[src/rtl/upload_cache_addr_unit.sv]
// Frame-uploader datapath helper: a 16-bit-write / 32-bit-read burst cache
// alongside an independent registered next-burst address adder.
module upload_cache_addr_unit #(
  parameter int WR_DEPTH  = 16,
  parameter int WR_WIDTH  = 16,
  parameter int READ_MODE = 0,
  parameter int A_WIDTH   = 21,
  parameter int B_WIDTH   = 5
) (
  input  logic                            clk,
  input  logic                            reset,
  input  logic                            cache_we,
  input  logic [$clog2(WR_DEPTH)-1:0]     cache_wr_addr,
  input  logic [WR_WIDTH-1:0]             cache_wr_data,
  input  logic                            cache_rd_en,
  input  logic                            cache_oce,
  input  logic [$clog2(WR_DEPTH/2)-1:0]   cache_rd_addr,
  output logic [2*WR_WIDTH-1:0]           cache_rd_data,
  input  logic                            addr_ce,
  input  logic [A_WIDTH-1:0]              addr_a,
  input  logic [B_WIDTH-1:0]              addr_b,
  output logic [A_WIDTH:0]                addr_sum,
  output logic [54:0]                     addr_caso
);

  localparam int SUM_W = A_WIDTH + 1;

  logic [WR_WIDTH-1:0]   mem [WR_DEPTH];
  logic [2*WR_WIDTH-1:0] rd_word;
  logic [2*WR_WIDTH-1:0] stage1;
  logic [2*WR_WIDTH-1:0] out_src;
  logic                  out_load;
  logic [SUM_W-1:0]      a_ext;
  logic [SUM_W-1:0]      b_ext;

  // The array is never reset; stale pixels surviving a reset are harmless.
  always_ff @(posedge clk) begin
    if (cache_we) begin
      mem[cache_wr_addr] <= cache_wr_data;
    end
  end

  // Even entry forms the low half, so pixels stay in arrival order.
  assign rd_word = {mem[{cache_rd_addr, 1'b1}], mem[{cache_rd_addr, 1'b0}]};

  always_ff @(posedge clk) begin
    if (reset) begin
      stage1 <= '0;
    end else if (cache_rd_en) begin
      stage1 <= rd_word;
    end
  end

  // Bypass mode reads straight into the output register; pipeline mode
  // adds stage1 in front of it and hands the output load to cache_oce.
  assign out_src  = (READ_MODE == 1) ? stage1 : rd_word;
  assign out_load = (READ_MODE == 1) ? cache_oce : cache_rd_en;

  always_ff @(posedge clk) begin
    if (reset) begin
      cache_rd_data <= '0;
    end else if (out_load) begin
      cache_rd_data <= out_src;
    end
  end

  assign a_ext = {1'b0, addr_a};
  assign b_ext = {{(SUM_W - B_WIDTH){1'b0}}, addr_b};

  always_ff @(posedge clk) begin
    if (reset) begin
      addr_sum <= '0;
    end else if (addr_ce) begin
      addr_sum <= a_ext + b_ext;
    end
  end

  assign addr_caso = {{(55 - SUM_W){1'b0}}, addr_sum};

endmodule

[config.mk]
export PLATFORM = sky130hd
export DESIGN_NAME = upload_cache_addr_unit
export DESIGN_NICKNAME = d
export VERILOG_FILES = /design/src/rtl/upload_cache_addr_unit.sv
export SDC_FILE = /design/constraint.sdc
export NUM_CORES = 1
export LEC_CHECK = 0
export ABC_AREA = 1
export BUFFER_PORTS_ARGS = -buffer_cell sky130_fd_sc_hd__buf_4
export CORE_UTILIZATION = 41
export DETAILED_ROUTE_END_ITERATION = 7
export PLACE_DENSITY = 0.66
export SYNTH_ARGS = -nofsm -noshare
export SYNTH_HDL_FRONTEND = slang
export SYNTH_SLANG_ARGS = --single-unit
[constraint.sdc]
create_clock -name clk -period 2.19 [get_ports clk]
set_input_delay 0.219 -clock clk [delete_from_list [all_inputs] [get_ports clk]]
set_output_delay 0.219 -clock clk [all_outputs]
set_load 0.01 [all_outputs]
# Yosys cells after proc, flatten, opt, wreduce, memory -nomap -nowiden
# Memory sizes are Yosys's and may differ from the RTL's. A register that Yosys moved wholly into a read port is not among the register bits.
# Cells that the tools add are included.
dict set report word_totals {
  mem_count 1
  input_bits 55
  mem_bits_rw 256
  elab_cells 5
  regBits 22
}
dict set report op_classes {
  add_sub_neg 1
  n_mux 2
}
# name words width rd rd_ports_with_merged_regs wr line_no
set mem_list {}
lappend mem_list {mem 16 16 2 2 1 28} ;# logic [WR_WIDTH-1:0] mem [WR_DEPTH];
# op n
set op_table {}
lappend op_table {{$add 21x5->22} 1}
lappend op_table {{$mux 1} 2}

# Longest topological paths before layout
dict set report depth {
  ltp_word 2
  ltp_mapped 13
}

# Least setup slack after synthesis
# Ideal clock, no wire load.
dict set report synth_path {
  path_kind {in2reg}
  startpoint {in addr_a[0]}
  endpoint {reg addr_sum[12]}
  t_arrival_ps 1524
  n_path_buf 0
  stages 13
  slack_ps 549
  cell_sequence {ha_1 inv_1 fa_1 inv_1 nand3_1 nand2_1 nand2_1 nand2_1 nand2_1 nand2_1 nand2_1 nor2_1 nor2_1}
}
dict set report synth_between {
  elab_chain_len 1
}
# element line_no
set synth_lines {}
lappend synth_lines {{start, declared} 20} ;# input logic [A_WIDTH-1:0] addr_a,
lappend synth_lines {{$add 21x5->22} 74} ;# addr_sum <= a_ext + b_ext;
lappend synth_lines {{end signal, assigned} 74}
lappend synth_lines {{end, declared} 22} ;# output logic [A_WIDTH:0] addr_sum,
# No other way between the ends.
# A chain may end at the register's enable or synchronous reset.

# Worst setup path in the final report
dict set report layout_path {
  startpoint {in addr_b[0]}
  endpoint {reg addr_sum[12]}
}
dict set report layout_between {
  elab_chain_len 1
}
# element line_no
set layout_lines {}
lappend layout_lines {{start, declared} 21} ;# input logic [B_WIDTH-1:0] addr_b,
lappend layout_lines {{$add 21x5->22} 74}
# No other way between the ends.

==> out/qor.yml <==
drive_above_1_share_pct: 15.00
ant_nets: 0
synth_largest_area_cell: "edfxtp_1"
finClkSkew_ns: 0.01335
powerDensity_nw_per_um2: 831.7
place_congestion: 0.9159
final.min_clock_period_ns: 1.876
ys_ff_latch: 310
synthTopCellsByArea: "edfxtp_1 (58%), dfxtp_1 (8.1%), o21ai_0 (5.1%), inv_1 (5.1%), a21oi_1 (5.0%)"
postSynthCellCount: 1242
portBuffers: 129
pin_count: 164
firstDrtPassIters: 5
worstSetupPathType: "in -> reg"
worstSetupEndpointType: "register"
outcome: "completed"
rows: 65
leakage_nw: 6.395
fill_cells: 2717
wl_met3_um: 1890
die-area_um2: 33120
period_share_pct: 85.65
postLayoutCoreUtil_pct: 49.54
cp_data_arrival_time_ns: 2.32
grt_max_degree: 65
ys_types: 25
maxSlewViolCount: 0
worstSetupStartpointType: "primary input"
clk_latency_ns: 0.55
grt_antenna_before_repair: 3
grt_pass1_vias: 8256
finalSetupTns_ns: 0
post-route-drc-count: 0
finalSetupViolations: 0
hold_path_class: "in -> reg"
cts_buffer_depth: 3
ir_worst_vdd_mv: 0.6449
routedWlPerCell_um: 16.26
maxSlewHeadroom_pct: 65.22
worstPathRequired_ns: 2.63
fin_nets: 1430
cts_buffers: 31
wl_met1_um: 12940
die_w_um: 182.0
max_cap_violations: 0
cts_sinks: 310
top_layer_used: "met5"
synthToLayoutAreaGrowth_pct: 18.30
clk_pin_slew_worst_paths_ns: 0.06
worst_pin_slew_ns: 0.5217
grt-ovfl-total: 0
drt_iter0_drc: 599
syn_avg_cell_area_um2: 10.69
wirelength_um: 29210
clock.fmax_ghz: 0.5331
finalHoldViolations: 0
grt_pass1_wl_um: 45800
path_max_fanout: 4
fin_hold_ws_ns: 0.01625
via_per_inst: 4.944
dp_hpwl_um: 18190
core_um2: 31720
htreeDepth: 1
wl_met2_um: 13900
initial_core_util_pct: 41.88
synth_top_cell_area_share_pct: 57.87
seq_area_frac_synth_pct: 66.01
synthesis.area_um2: 13280
cts_tree: "yes"
grtUsageTotal_pct: 17.75
rsz0062_at_grt: "false"
ctsResizeCount: 0
die_h_um: 182.0
num_vias: 8879
total_power_mw: 13.07
yosys_warnings: 0
cts_root_buffer: "clkbuf_16"
[kinds of logic after synthesis]
group / share of synthesized area [%]
other: 0.02823
AOI/OAI and AO/OA: 13.41
buffers and inverters: 10.76
DFF: 66.01
xor gates and xnor gates: 0.3298
and+or+nand+nor: 8.836
adders and majority gates: 0.6217
[cells in the final DEF, fill, tap and decap left out, types with 4 or more instances in the layout]
master         instances
a21oi_1              134
buf_12                 6
buf_4                149
clkbuf_1               5
clkbuf_16             31
clkbuf_8               5
conb_1                33
dfxtp_1               54
dlygate4sd3_1         27
edfxtp_1             256
ha_1                   5
inv_1                179
nand2_1              143
nand3_1               56
nand3b_1               4
nand4_1                7
nor2_1                64
nor3_1                 4
o211ai_1              34
o21ai_0              135
o21ai_1               36
[area by class of cell]
class,instances,area (um^2),area share [%]
inverters,179,671.9,4.276
repair buffers,183,1520,9.674
multi-input cells,664,3206,20.40
flip-flops and latches,310,8768,55.80
clock inverters,16,178.9,1.139
well taps,402,503.0,3.201
diodes,1,2.502,0.01592
clock buffers,41,863.3,5.494
[what timing repair did]
action / 4_1_cts / 5_1_grt
hold buffers: 27 / 0
endpoints found under the setup margin: 0 / 0
buffers inserted: 0 / 0
endpoints found under the hold margin: 168 / 0
[where the power goes]
part | switching (mW) | total, mW | internal [mW] | leakage (nW)
Sequential | 0.0719 | 6.62 | 6.55 | 2.76
Combinational | 0.703 | 1.14 | 0.442 | 3.13
Clock | 2.17 | 5.30 | 3.13 | 0.503
[Yosys cell counts]
library cell  number
nand4_1            7
nand3_1           56
dfxtp_1           54
conb_1             1
buf_6              8
nor2_1            64
o211ai_1          34
nor2_2             2
buf_1             10
o21ai_1           36
a21oi_1          134
nand2_1          143
edfxtp_1         256
xor2_1             3
buf_4             61
nand3_2            1
clkbuf_1          31
o21ai_0          135
fa_1               1
nand3b_1           4
nor3_1             4
ha_1               5
xnor2_1            2
buf_2             11
inv_1            179
[worst max-delay path: stages]
cell and delay (ns):
dlygate4sd3_1 0.53, buf_4 0.10, ha_1 0.18, inv_1 0.07, fa_1 0.41, inv_1 0.09, nand3_1 0.06, nand2_1 0.11
nand2_1 0.06, nand2_1 0.14, nand2_1 0.09, nand2_1 0.06, nand2_1 0.04, nor2_1 0.10, nor2_1 0.04
[per-layer routing]
metal	global-route usage (%)	vias up
met4	3.664	4
li1	-	4418
met5	0	-
met1	23.74	4111
met2	30.20	308
met3	3.269	38
[stage by stage]
stage	instance area, um^2	worst slack [ns]	std cells
floorplan	13400	0.5491	1274
global placement	14400	0.3110	1711
detailed placement	14400	0.2894	1711
CTS	15710	0.3357	1795
global route	15710	0.1658	1795
finish	15710	0.3143	1796
[registers in the layout, indices dropped and copies added (netlist names)]
name           flops
addr_sum          22
cache_rd_data     32
mem              256
[path summary, 6_finish.rpt]
check | startpoint | to | slack, ns | cells past startpoint
max reg2reg | addr_sum[21] | addr_sum[21] | 1.01 | 3
min | cache_wr_data[6] | mem[15][6] | 0.02 | 1
max | addr_b[0] | addr_sum[12] | 0.31 | 15
min reg2reg | addr_sum[5] | addr_sum[5] | 0.51 | 2
(Power assumes the default switching activity.)
